$ cat src/rtl/fp_mac_sequencer.sv
// Host-side byte-serial controller for the floating-point MAC datapath: loads operands,
// issues start/clear pulses, waits for done with a timeout and streams the accumulator back.
module fp_mac_sequencer #(
    parameter int unsigned W           = 16,
    parameter int unsigned MAC_TIMEOUT = 15
) (
    input  logic         clk,
    input  logic         rst,
    input  logic [7:0]   in_data,
    input  logic [1:0]   in_cmd,
    input  logic         in_valid,
    output logic         in_ready,
    output logic [7:0]   out_data,
    output logic         out_valid,
    input  logic         out_ack,
    output logic         busy,
    output logic         err,
    output logic [7:0]   op_count,
    output logic [W-1:0] mac_a,
    output logic [W-1:0] mac_b,
    output logic         mac_start,
    output logic         mac_clear,
    input  logic         mac_done,
    input  logic [W-1:0] mac_acc
);
    localparam int unsigned NumBytes = W / 8;
    localparam int unsigned IdxW     = (NumBytes > 1) ? $clog2(NumBytes) : 1;
    localparam logic [IdxW-1:0] LastIdx     = IdxW'(NumBytes - 1);
    localparam logic [7:0]      TimeoutLast = 8'(MAC_TIMEOUT - 1);

    typedef enum logic [2:0] {
        StIdle, StLoadA, StLoadB, StIssue, StWait, StClr, StRead
    } state_e;

    state_e          state_q, state_d;
    logic [IdxW-1:0] idx_q, idx_d;
    logic [7:0]      cnt_q, cnt_d;
    logic [W-1:0]    shadow_q, shadow_d;
    logic [W-1:0]    mac_a_q, mac_a_d, mac_b_q, mac_b_d;
    logic [7:0]      op_count_q, op_count_d;
    logic [7:0]      out_data_q, out_data_d;
    logic            out_valid_q, out_valid_d;
    logic            err_q, err_d;
    logic            start_q, start_d;
    logic            clear_q, clear_d;
    logic            xfer;
    logic [IdxW-1:0] idx_nxt;

    assign in_ready  = (state_q == StIdle) || (state_q == StLoadA) || (state_q == StLoadB);
    assign busy      = (state_q != StIdle);
    assign xfer      = in_valid & in_ready;
    assign idx_nxt   = idx_q + 1'b1;
    assign out_data  = out_data_q;
    assign out_valid = out_valid_q;
    assign err       = err_q;
    assign op_count  = op_count_q;
    assign mac_a     = mac_a_q;
    assign mac_b     = mac_b_q;
    assign mac_start = start_q;
    assign mac_clear = clear_q;

    always_comb begin
        state_d     = state_q;
        idx_d       = idx_q;
        cnt_d       = cnt_q;
        shadow_d    = shadow_q;
        mac_a_d     = mac_a_q;
        mac_b_d     = mac_b_q;
        op_count_d  = op_count_q;
        out_data_d  = out_data_q;
        out_valid_d = out_valid_q;
        err_d       = err_q;
        start_d     = 1'b0;
        clear_d     = 1'b0;
        case (state_q)
            StIdle: begin
                if (xfer) begin
                    case (in_cmd)
                        2'b01: begin
                            state_d = StLoadA;
                            idx_d   = '0;
                        end
                        2'b10: begin
                            state_d = StClr;
                            clear_d = 1'b1;
                        end
                        2'b11: begin
                            // Snapshot so later accumulator activity cannot tear the readout
                            shadow_d    = mac_acc;
                            out_data_d  = mac_acc[7:0];
                            out_valid_d = 1'b1;
                            idx_d       = '0;
                            state_d     = StRead;
                        end
                        default: ;
                    endcase
                end
            end
            StLoadA: begin
                if (xfer) begin
                    mac_a_d[int'(idx_q)*8 +: 8] = in_data;
                    if (idx_q == LastIdx) begin
                        idx_d   = '0;
                        state_d = StLoadB;
                    end else begin
                        idx_d = idx_nxt;
                    end
                end
            end
            StLoadB: begin
                if (xfer) begin
                    mac_b_d[int'(idx_q)*8 +: 8] = in_data;
                    if (idx_q == LastIdx) begin
                        idx_d   = '0;
                        state_d = StIssue;
                        start_d = 1'b1;
                    end else begin
                        idx_d = idx_nxt;
                    end
                end
            end
            StIssue: begin
                cnt_d   = '0;
                state_d = StWait;
            end
            StWait: begin
                cnt_d = cnt_q + 8'd1;
                if (mac_done) begin
                    op_count_d = op_count_q + 8'd1;
                    state_d    = StIdle;
                end else if (cnt_q == TimeoutLast) begin
                    err_d   = 1'b1;
                    state_d = StIdle;
                end
            end
            StClr: begin
                err_d      = 1'b0;
                op_count_d = '0;
                state_d    = StIdle;
            end
            StRead: begin
                if (out_ack && out_valid_q) begin
                    if (idx_q == LastIdx) begin
                        out_valid_d = 1'b0;
                        idx_d       = '0;
                        state_d     = StIdle;
                    end else begin
                        idx_d      = idx_nxt;
                        out_data_d = shadow_q[int'(idx_nxt)*8 +: 8];
                    end
                end
            end
            default: state_d = StIdle;
        endcase
    end

    always_ff @(posedge clk or posedge rst) begin
        if (rst) begin
            state_q     <= StIdle;
            idx_q       <= '0;
            cnt_q       <= '0;
            shadow_q    <= '0;
            mac_a_q     <= '0;
            mac_b_q     <= '0;
            op_count_q  <= '0;
            out_data_q  <= '0;
            out_valid_q <= 1'b0;
            err_q       <= 1'b0;
            start_q     <= 1'b0;
            clear_q     <= 1'b0;
        end else begin
            state_q     <= state_d;
            idx_q       <= idx_d;
            cnt_q       <= cnt_d;
            shadow_q    <= shadow_d;
            mac_a_q     <= mac_a_d;
            mac_b_q     <= mac_b_d;
            op_count_q  <= op_count_d;
            out_data_q  <= out_data_d;
            out_valid_q <= out_valid_d;
            err_q       <= err_d;
            start_q     <= start_d;
            clear_q     <= clear_d;
        end
    end

endmodule

$ cat config.mk
export PLATFORM = sky130hd
export DESIGN_NAME = fp_mac_sequencer
export DESIGN_NICKNAME = d
export VERILOG_FILES = /design/src/rtl/fp_mac_sequencer.sv
export SDC_FILE = /design/constraint.sdc
export NUM_CORES = 1
export LEC_CHECK = 0
export CORE_MARGIN = 4
export CORE_UTILIZATION = 52
export DETAILED_ROUTE_END_ITERATION = 10
export HOLD_SLACK_MARGIN = 0.03
export PLACE_DENSITY = 0.84
export SLEW_MARGIN = 20
export SYNTH_ARGS = -nofsm -noshare
export SYNTH_HDL_FRONTEND = slang
export SYNTH_SLANG_ARGS = --single-unit
$ cat constraint.sdc
create_clock -name clk -period 3.9 [get_ports clk]
set_clock_uncertainty 0.05 [all_clocks]
set_input_delay 0.78 -clock clk [delete_from_list [all_inputs] [get_ports clk]]
set_output_delay 0.78 -clock clk [all_outputs]
set_load 0.005 [all_outputs]
After elaboration in Yosys (flattened, before gate mapping)
Cells that the tools add are included.
{ "classes": {"bitwise": 1, "muxes": 41, "eq_ne": 26, "n_reduce_logical": 20, "shifts": 3, "addsub": 4} }
{ "ops": {"columns": ["op", "n"], "rows": [
  ["8-bit one-hot mux with 2 select lines", 3],
  ["8-bit 2-to-1 mux", 5],
  ["4-bit negation with 33-bit output", 1],
  ["8-bit by 33-bit variable shift with 16-bit output, first input constant", 1],
  ["8-bit by 33-bit variable part select with 16-bit output", 1],
  ["16-bit bitwise mux", 2],
  ["3-bit 2-to-1 mux", 9],
  ["2-bit != test, second input constant", 12],
  ["3-bit one-hot mux with 6 select lines", 1],
  ["1-bit 2-to-1 mux", 17],
  ["8-bit by 1-bit adder with 8-bit output, second input constant", 2],
  ["16-bit by 5-bit variable part select with 8-bit output", 1],
  ["5-bit AND reduction", 3],
  ["3-bit == test, second input constant", 3],
  ["3-bit one-hot mux with 3 select lines", 1],
  ["9-bit AND reduction", 1],
  ["8-bit by 4-bit == test with 1-bit output, second input constant", 1],
  ["3-bit by 2-bit == test with 1-bit output, second input constant", 2],
  ["2-bit AND reduction", 3],
  ["3-bit AND reduction", 2],
  ["2-bit nonzero test", 3],
  ["3-bit nonzero test", 2],
  ["2-bit == test, second input constant", 2],
  ["2-bit by 1-bit != test with 1-bit output, second input constant", 2],
  ["12 further kinds", 15]
]} }
{ "totals": {"in_bits": 31, "elab_cells": 107, "out_inout_bits": 54, "regBits": 80} }

Depth between registers and ports, before layout
Gate-level depths: netlist of the first run.
{ "depth": {"depth_word": 6, "depth_mapped": 7, "mapped_depth_nobuf": 6} }

Least setup slack after synthesis of the first run
Ideal clock, no wire load.
{ "synth_timing": {"path_kind": "input -> register", "startpoint": "input in_cmd[0]", "endpoint": "register state_q[0]", "arrival_ns": 1.856, "setup_time_ns": 0.125, "cell_stages": 6, "path_buffers": 0, "required_time_ns": 3.725, "setup_slack_ns": 1.869, "cell_sequence": "inv_1 ha_1 nor3b_1 o21ai_0 nand4_2 mux2_2"} }
{ "synth_via": {"elab_chain_len": 4, "word_cells_on_any_way": 8, "classes_between": "eq/ne (4); mux (3); reduce/logical (1)"} }
{ "synth_rtl": {"columns": ["element", "line_no", "text"], "rows": [
  ["start: declaration", "10", "input logic [1:0] in_cmd,"],
  ["2-bit == test or 2-bit by 1-bit == test with 1-bit output (tied branches)", "78", "case (in_cmd)"],
  ["3-bit one-hot mux with 3 select lines", "78", null],
  ["3-bit 2-to-1 mux", "77", "if (xfer) begin"],
  ["3-bit one-hot mux with 6 select lines", "75", "case (state_q)"],
  ["end signal: assignment", "159", "state_q <= StIdle;"],
  ["end signal: assignment", "172", "state_q <= state_d;"],
  ["end: declaration", "35", "state_e state_q, state_d;"]
]} }
Parallel ways exist; a longest one is shown, timed or not. The select of a mux whose other input is x is not followed.
A chain may end at the register's enable or synchronous reset.

Final worst setup path of the first run
{ "layout_timing": {"startpoint": "register state_q[0]", "endpoint": "output in_ready"} }
{ "layout_via": {"elab_chain_len": 3, "word_cells_on_any_way": 5, "classes_between": "eq/ne (2); reduce/logical (3)"} }
{ "layout_rtl": {"columns": ["element", "line_no", "text"], "rows": [
  ["3-bit by 1-bit == test with 1-bit output or 3-bit logical NOT (tied branches)", "49", "assign in_ready = (state_q == StIdle) || (state_q == StLoadA) || (state_q == StLoadB);"],
  ["1-bit logical OR", "49", null],
  ["1-bit logical OR (*)", "49", null],
  ["end: declaration", "12", "output logic in_ready,"]
]} }
Every way passes the cells marked *; elsewhere a longest branch is shown, timed or not.

==> results of run 1 <==
==> worst max-delay path, stage by stage (launching register included) <==
cell	delay [ns]
dfrtp_1	0.61
a21oi_1	0.45
clkdlybuf4s50_1	0.60
==> metrics by stage <==
stage               setup WS, ns  instances  utilization [%]  power (mW)
global route               0.948        428             72.1        3.30
detailed placement          1.10        412             68.9        2.53
CTS                         1.06        428             72.1        3.13
finish                      1.06        428             72.1        3.11
floorplan                   1.25        264                -        1.88
global placement            1.22        412             68.9        2.48
==> area by class of cell <==
cell class	count	area [µm²]
flip-flops and latches	72	1800
fillers	443	1680
multi-input cells	171	1370
repair buffers	87	863
clock buffers	9	124
well taps	75	93.8
clock inverters	7	71.3
inverters	7	26.3
==> Yosys cell counts, types with 3 or more instances <==
library cell   n
dfrtp_1       72
clkbuf_1       5
nand2_1       15
o22ai_1        8
ha_1           6
a21oi_1        3
a31oi_1        3
nand4_1        7
a2bb2oi_1      8
xor2_1         5
or3_1          3
nor3b_1        3
mux2_2        42
o21ai_0       17
and3_1         3
nor2b_1        3
nor2_1        10
nand3_1        5
nor3_1         4
inv_1          7
buf_2          5
==> sequential cells by signal, indices dropped and copies added (netlist names) <==
| signal | cells |
|---|---|
| mac_a | 16 |
| shadow_q | 8 |
| mac_start | 1 |
| op_count | 8 |
| cnt_q | 8 |
| err | 1 |
| out_data | 8 |
| out_valid | 1 |
| mac_b | 16 |
| state_q | 3 |
| idx_q | 1 |
| mac_clear | 1 |
==> per-layer routing <==
layer / vias to the layer above / wire (µm)
met5: - / 0
met4: 0 / 78
met3: 8 / 600
met2: 69 / 3750
met1: 1197 / 3110
li1: 1134 / -
==> worst max-delay path by stage <==
| stage | start | depth (start not counted) | slack [ns] | to |
|---|---|---|---|---|
| 3_5_place_dp | in_cmd[0] | 6 | 1.10 | out_data[0] |
| 2_1_floorplan | rst | 1 | 1.25 | cnt_q[0] |
| 3_3_place_gp | in_cmd[1] | 6 | 1.22 | out_data[1] |
| 4_1_cts | state_q[0] | 2 | 1.06 | in_ready |
| 5_1_grt | state_q[0] | 2 | 0.95 | in_ready |
| 6_report | state_q[0] | 2 | 1.06 | in_ready |
==> power breakdown <==
group          internal (mW)  switching (mW)  total (mW)
Sequential              1.04           0.267        1.31
Clock                  0.295           0.289       0.584
Combinational          0.790           0.427        1.22
Total                   2.13           0.983        3.11
==> kinds of logic (layout without fill, tap and decap cells) <==
group | Yosys count | in the layout | synth area share, %
compound gates | 50 | 50 | 11.4
simple gates | 68 | 68 | 12.1
xor+xnor | 5 | 5 | 1.34
mux | 42 | 42 | 14.5
flops | 72 | 72 | 55.1
buf+inv | 21 | 110 | 3.29
fa+ha+maj | 6 | 6 | 2.30
==> results.md, run 1 <==
* RSZ-0062 raised after global routing: no
* Initial antenna violation count at 0
* Antenna Cells at 0
* Final period util at 72.7%
* DIE AREA at 7620 µm²
* Syn Area/Cell at 12.4 µm²
* Core box area at 6030 µm²
* Clock Sinks at 72
* Die Ht at 87.3 µm
* Slew headroom at 55.3%
* Vias in the first global route at 2408
* Post-CTS Hold Buffers at 0
* WHS Path Cells at 1
* Final #Nets at 385
* Met2 Track Usage GR at 33.6%
* Postcts setup bufs at 0
* Synth top area cells: dfrtp_1, mux2_2, o21ai_0, ha_1, a2bb2oi_1
* Tot GR Track Use at 21.1%
* CTS tree: done
* Max-Cap Viols at 0
* H-tree Lvls at 3
* Yosys top cell area share at 55.1%
* Hold_sp: cnt_q[7]
* CP required at 3.07 ns
* Starting density of the core at 54.3%
* Detail Route Antenna Nets at 0
* Routed vias at 2408
* Post-route cell area at 4350 µm²
* Setup TNS at 0 ns
* CP max FO at 21
* IR drop worst, VDD at 0.000628 V
* Yosys Warn Count at 0
* Startpoint Class: flop
* Share of cells above drive strength 1 at 20.1%
* R2R Path End: state_q[0]
* R2R cell count at 4
* Commonest non-fill, non-tap cell in the layout: clkdlybuf4s50_1
* Setup CP Type: flop to output pin
* Io pins at 85
* Number of flops mapped to enable cells by yosys at 0
* R2r startpoint: state_q[0]
* Area leader, netlist: dfrtp_1
* First-pass DRT Iterations at 4
* Worst Max-Slew Pin Slew at 0.669 ns
* Synth cell types at 45
* Primary FF master, synth: dfrtp_1
* PD cells at 715 nW/µm²
* Hold/Removal Path Class: flop to flop
* Fmax at 353 MHz
* Synth async-reset ratio at 100%
* M1 GR Usage at 26.9%
* Register-to-register setup slack at 1.72 ns
* CTS max path bufs at 2
* Pleak at 1.87 nW
* P&R area growth vs syn at 33.0%
* CP arrival at 2.01 ns
* Synth Register Bits at 72
* Syn nets at 301
* Largest net degree at the start of global routing at 33
* Crit end category: output pin
* Post-synthesis cell area at 3270 µm²
* I/O Buffers at 84
* Residual DRC at 0
* Met3 usage at 8.14%
* WL/cell at 17.6 µm
* Max-slew violations at 0
* Hold slack at 0.421 ns
* Iteration-0 DRC count of the detailed router at 92
* Outcome: completed
* Tmin final at 2.84 ns
* Root buffer cell: clkbuf_8
* Hold Violations, Final at 0
* TritonCTS buffer count at 9
* # rows at 28
* Final setup vio count at 0
* First-pass GRT wire length at 12300 µm
* Global route overflow at 0
* Hold EP: cnt_q[7]
* Cell Area, Placed at 4150 µm²
* Clk slew on worst S/H paths at 0.08 ns
* Clk_lat worst skew at 0.34 ns
* Resized Gates After CTS at 0
* Post-Syn Instances at 264
* Die W at 87.3 µm
* Gpl congestion at 0.792
* Final WL at 7540 µm
* Sequential fraction of the synthesis area at 55.1%
* Commonest cells after routing, fill and taps aside: clkdlybuf4s50_1, dfrtp_1, mux2_2, o21ai_0, nand2_1
* DR vias/cell at 5.63
* Gr busiest metal: met2
* DPL Wire Length at 5310 µm
Power figures use the tool's default switching activity.
==> inputs of run 2 (changes only) <==
Settings changed: CORE_UTILIZATION 52 to 48, PLACE_DENSITY 0.84 to 0.79.
Clock period 3.9 ns to 2.7 ns, I/O delays scaled along.
==> run 2 against run 1 <==
Effect of this change:
- clock power is 46% higher
- cell area rose by 1.1%
- hold slack better by 0.0060 ns
- core utilization down 4.5 points
==> results.md, run 2 (synthesized netlist as in run 1, its figures left out) <==
* Hold slack at 0.427 ns
* I/O Buffers at 84
* DR vias/cell at 5.48
* CTS tree: done
* TritonCTS buffer count at 9
* Routed vias at 2378
* Hold Violations, Final at 0
* PD cells at 1030 nW/µm²
* Met2 Track Usage GR at 29.8%
* R2R cell count at 4
* First-pass GRT wire length at 12500 µm
* WHS Path Cells at 1
* Final setup vio count at 0
* Switching share of power at 30.7%
* # rows at 29
* H-tree Lvls at 3
* Setup CP Type: flop to output pin
* Gr busiest metal: met2
* Clock power share at 18.9%
* Largest net degree at the start of global routing at 56
* IR drop worst, VDD at 0.000687 V
* Vias in the first global route at 2540
* WL/cell at 17.0 µm
* CTS max path bufs at 2
* Comb pwr share at 39.6%
* Slew headroom at 58.5%
* Detail Route Antenna Nets at 0
* Pleak at 1.90 nW
* DPL Wire Length at 5200 µm
* Initial antenna violation count at 0
* Met3 usage at 5.17%
* Core box area at 6490 µm²
* CP arrival at 1.97 ns
* Filler instances at 456
* Fmax at 390 MHz
* Starting density of the core at 50.3%
* Gpl congestion at 0.844
* Clk slew on worst S/H paths at 0.07 ns
* Share of cells above drive strength 1 at 20.7%
* Postcts setup bufs at 0
* Reg power frac at 41.5%
* NetSw at 1.38 mW
* Final #Nets at 389
* Hold/Removal Path Class: flop to flop
* Outcome: completed
* Max-Cap Viols at 0
* First-pass DRT Iterations at 4
* Final WL at 7380 µm
* Dpl ws at 0.247 ns
* Die Ht at 90.5 µm
* CP max FO at 20
* Setup TNS at 0 ns
* Clock Sinks at 72
* Tmin final at 2.56 ns
* Global route overflow at 0
* Startpoint Class: flop
* Iteration-0 DRC count of the detailed router at 78
* Antenna Cells at 0
* Crit end category: output pin
* Die W at 90.5 µm
* Post-CTS Hold Buffers at 0
* Tot GR Track Use at 18.8%
* Residual DRC at 0
* RSZ-0062 raised after global routing: no
* Int Pwr at 3.12 mW
* Root buffer cell: clkbuf_8
* Clk_lat worst skew at 0.34 ns
* CP required at 2.11 ns
* M1 GR Usage at 25.0%
* P&R area growth vs syn at 34.4%
* Resized Gates After CTS at 0
* Final period util at 94.9%
* DIE AREA at 8200 µm²
* Commonest non-fill, non-tap cell in the layout: clkdlybuf4s50_1
* Io pins at 85
* Max-slew violations at 0
* Worst Max-Slew Pin Slew at 0.622 ns
* Worst Setup Slack, final at 0.138 ns
* Commonest cells after routing, fill and taps aside: clkdlybuf4s50_1, dfrtp_1, mux2_2, o21ai_0, nand2_1
==> run 2: per-stage QoR <==
step	cell area [µm²]	total power, mW	utilization (%)	instances
after floorplan	3270	2.71	-	264
after global placement	4200	3.61	64.6	418
after detailed placement	4200	3.68	64.6	418
after CTS	4390	4.55	67.7	434
after global routing	4390	4.80	67.7	434
final	4390	4.51	67.7	434
==> run 2: area by class of cell <==
class	count	area, µm²	share of cell area, %
repair buffers	91	906	20.6
clock buffers	11	141	3.22
well taps	77	96.3	2.19
multi-input cells	171	1370	31.1
flip-flops and latches	72	1800	41.0
inverters	7	26.3	0.598
clock inverters	5	56.3	1.28
==> run 2: power by group through the flow <==
stage / clock (mW) / sequential, mW / combinational (mW)
after floorplan: 0 / 1.76 / 0.949
after global placement: 0 / 1.86 / 1.76
after detailed placement: 0 / 1.88 / 1.80
after CTS: 0.872 / 1.86 / 1.82
after global routing: 0.923 / 1.93 / 1.96
final: 0.853 / 1.87 / 1.78
==> run 2: worst max-delay path, cell delays in order, from the launching register on <==
cell             delay (ns)
dfrtp_1                0.60
a21oi_1                0.45
clkdlybuf4s50_1        0.59
==> run 2: worst paths after layout <==
kind / end / from / slack (ns)
max in group asynchronous: cnt_q[5] / rst / 1.51
hold reg to reg: cnt_q[7] / cnt_q[7] / 0.43
setup / recovery: in_ready / state_q[1] / 0.14
min in group asynchronous: mac_a[11] / rst / 0.47
setup reg to reg: idx_q / state_q[1] / 0.52
hold / removal: cnt_q[7] / cnt_q[7] / 0.43
==> run 2: metal layers <==
layer	vias up	wire length (µm)
met4	0	61
met2	57	3540
li1	1141	-
met1	1173	3350
met3	7	428
met5	-	0
==> inputs of run 3 (changes only) <==
Settings changed: ABC_AREA set to 1, CORE_UTILIZATION 48 to 50, SLEW_MARGIN 20 to not set.
==> run 3 against run 2 <==
Effect of this change:
- sequential power rose by 9.6%
- combinational power rose by 7%
- core utilization fell by 0.74 points
- hold slack improved by 0.0022 ns
- die area rose by 9.6%
- total power rose by 5.7%
- synthesized cell count rose by 70%
- largest power group unchanged
==> results.md, run 3 <==
* Outcome: completed
* Register-to-register setup slack at 0.76 ns
* R2r startpoint: state_q[1]
* # rows at 31
* Global route overflow at 0
* Primary FF master, synth: dfrtp_1
* Commonest non-fill, non-tap cell in the layout: nand2_1
* Commonest cells post-synth: nand2_1, dfrtp_1, inv_1, o21ai_0, nand3_1
* WL/cell at 13.9 µm
* H-tree Lvls at 3
* Residual DRC at 0
* First-pass DRT Iterations at 4
* Total Power at 4.76 mW
* Yosys top cell area share at 53.2%
* CP required at 2.11 ns
* PD cells at 976 nW/µm²
* Final WL at 8930 µm
* Share of cells above drive strength 1 at 7.89%
* Gpl congestion at 0.857
* Number of flops mapped to enable cells by yosys at 0
* Hold/Removal Path Class: flop to flop
* Final period util at 86.2%
* Vias in the first global route at 3185
* Fmax at 430 MHz
* Iteration-0 DRC count of the detailed router at 115
* Hold Violations, Final at 0
* Slowest cell delay on critical path at 0.63 ns
* Resized Gates After CTS at 0
* CP cell instances: nor2_4 -> nand2_2 -> clkdlybuf4s50_1
* Filler instances at 618
* Clk slew on worst S/H paths at 0.08 ns
* Setup crit end: busy
* Tot GR Track Use at 21.1%
* Routed vias at 3267
* TritonCTS buffer count at 9
* Post-CTS Hold Buffers at 0
* Startpoint Class: flop
* Detail Route Antenna Nets at 0
* Die W at 94.8 µm
* Final setup vio count at 0
* Final #Nets at 577
* DPL Wire Length at 6630 µm
* Synth top area cells: dfrtp_1, nand2_1, o21ai_0, inv_1, nand3_1
* Worst Max-Slew Pin Slew at 0.547 ns
* Core box area at 7290 µm²
* Syn nets at 487
* Post-synthesis cell area at 3770 µm²
* Yosys Warn Count at 0
* Post-Syn Instances at 450
* P&R area growth vs syn at 29.6%
* CTS tree: done
* I/O Buffers at 84
* DR vias/cell at 5.07
* Root buffer cell: clkbuf_8
* Max-Cap Viols at 0
* R2R cell count at 7
* Clk_lat worst skew at 0.35 ns
* Synth cell types at 30
* Max-slew violations at 0
* Multi-input gate area at 1480 µm²
* Commonest cells after routing, fill and taps aside: nand2_1, clkdlybuf4s50_1, dfrtp_1, inv_1, o21ai_0
* Sequential fraction of the synthesis area at 53.2%
* Crit path from: state_q[0]
* Pleak at 2.41 nW
* Synth Register Bits at 80
* Slew headroom at 63.5%
* Tmin final at 2.33 ns
* Postcts setup bufs at 0
* RSZ-0062 raised after global routing: no
* Starting density of the core at 51.6%
* First-pass GRT wire length at 14900 µm
* CP arrival at 1.74 ns
* Seq. cell area at 2000 µm²
* Antenna Cells at 0
* Area leader, netlist: dfrtp_1
* Clock Sinks at 80
* CP max FO at 9
* Setup CP Type: flop to output pin
* Die Ht at 94.8 µm
* Largest net degree at the start of global routing at 41
* Syn Area/Cell at 8.37 µm²
* Crit end category: output pin
* DIE AREA at 8990 µm²
* Count leader, synth: nand2_1
* CTS max path bufs at 2
* IR drop worst, VDD at 0.000580 V
* Io pins at 85
* CP max-delay cell: dfrtp_1
* Synth async-reset ratio at 100%
* Setup TNS at 0 ns
* R2R Path End: state_q[0]
* Initial antenna violation count at 0
==> run 3: changes by cell type after synthesis, sizes merged, moves of 15 or more <==
| cell | delta |
|---|---|
| mux2 | -42 |
| nand2 | +145 |
| nor2 | +15 |
| nand3 | +30 |
| inv | +48 |
| o21ai | +37 |
==> run 3: power breakdown <==
group / internal, mW / leakage [nW] / total [mW] / switching [mW]
Sequential: 1.69 / 1.02 / 2.05 / 0.368
Combinational: 0.980 / 1.29 / 1.90 / 0.920
Clock: 0.360 / 0.0887 / 0.809 / 0.449
Total: 3.03 / 2.41 / 4.76 / 1.74
==> run 3: cells by family after synthesis <==
| group | Yosys count | share of synthesized area, % |
|---|---|---|
| flops | 80 | 53.2 |
| buf+inv | 64 | 7.47 |
| xor+xnor | 1 | 0.233 |
| simple gates | 237 | 28.2 |
| compound gates | 62 | 8.94 |
| fa+ha+maj | 6 | 1.99 |
==> run 3: per-layer routing <==
| layer | part of all wire, % | GRT usage, % | vias to the layer above |
|---|---|---|---|
| met3 | 7.3 | 7.65 | 7 |
| met4 | 0.75 | 5.05 | 0 |
| met1 | 43 | 26.2 | 1535 |
| li1 | - | - | 1623 |
| met2 | 49 | 35.0 | 102 |
| met5 | 0 | 0 | - |
==> run 3: how the worst min path moves through the flow <==
stage / start / end / slack (ns) / cells past startpoint
floorplan: shadow_q[0] / shadow_q[0] / 0.39 / 2
global placement: shadow_q[1] / shadow_q[1] / 0.40 / 2
detailed placement: shadow_q[4] / shadow_q[4] / 0.41 / 2
CTS: shadow_q[0] / shadow_q[0] / 0.43 / 2
global route: mac_b[5] / mac_b[5] / 0.46 / 2
finish: shadow_q[0] / shadow_q[0] / 0.43 / 2
==> run 3: final cells by class <==
type | instances | area share [%]
Clock buffer | 10 | 2.82
Clock inverter | 6 | 0.872
Inverter | 55 | 4.26
Multi-Input combinational cell | 306 | 30.4
Sequential cell | 80 | 41.0
Tap cell | 99 | 2.54
Timing Repair Buffer | 88 | 18.1
==> run 3: stage by stage <==
step | worst slack [ns] | cell area (µm²) | hold WS [ns] | utilization [%] | cells
6_report | 0.374 | 4880 | 0.430 | 66.9 | 644
5_1_grt | 0.239 | 4880 | 0.460 | 66.9 | 644
4_1_cts | 0.347 | 4880 | 0.430 | 66.9 | 644
3_5_place_dp | 0.463 | 4700 | 0.409 | 64.4 | 628
3_3_place_gp | 0.543 | 4700 | 0.404 | 64.4 | 628
2_1_floorplan | 0.0583 | 3770 | 0.392 | - | 450
==> run 3: worst max-delay path: cells and delay by family (launching register included) <==
family                 cells  cell delay [ns]
buffers and inverters      1             0.54
DFF                        1             0.63
and+or+nand+nor            2             0.22
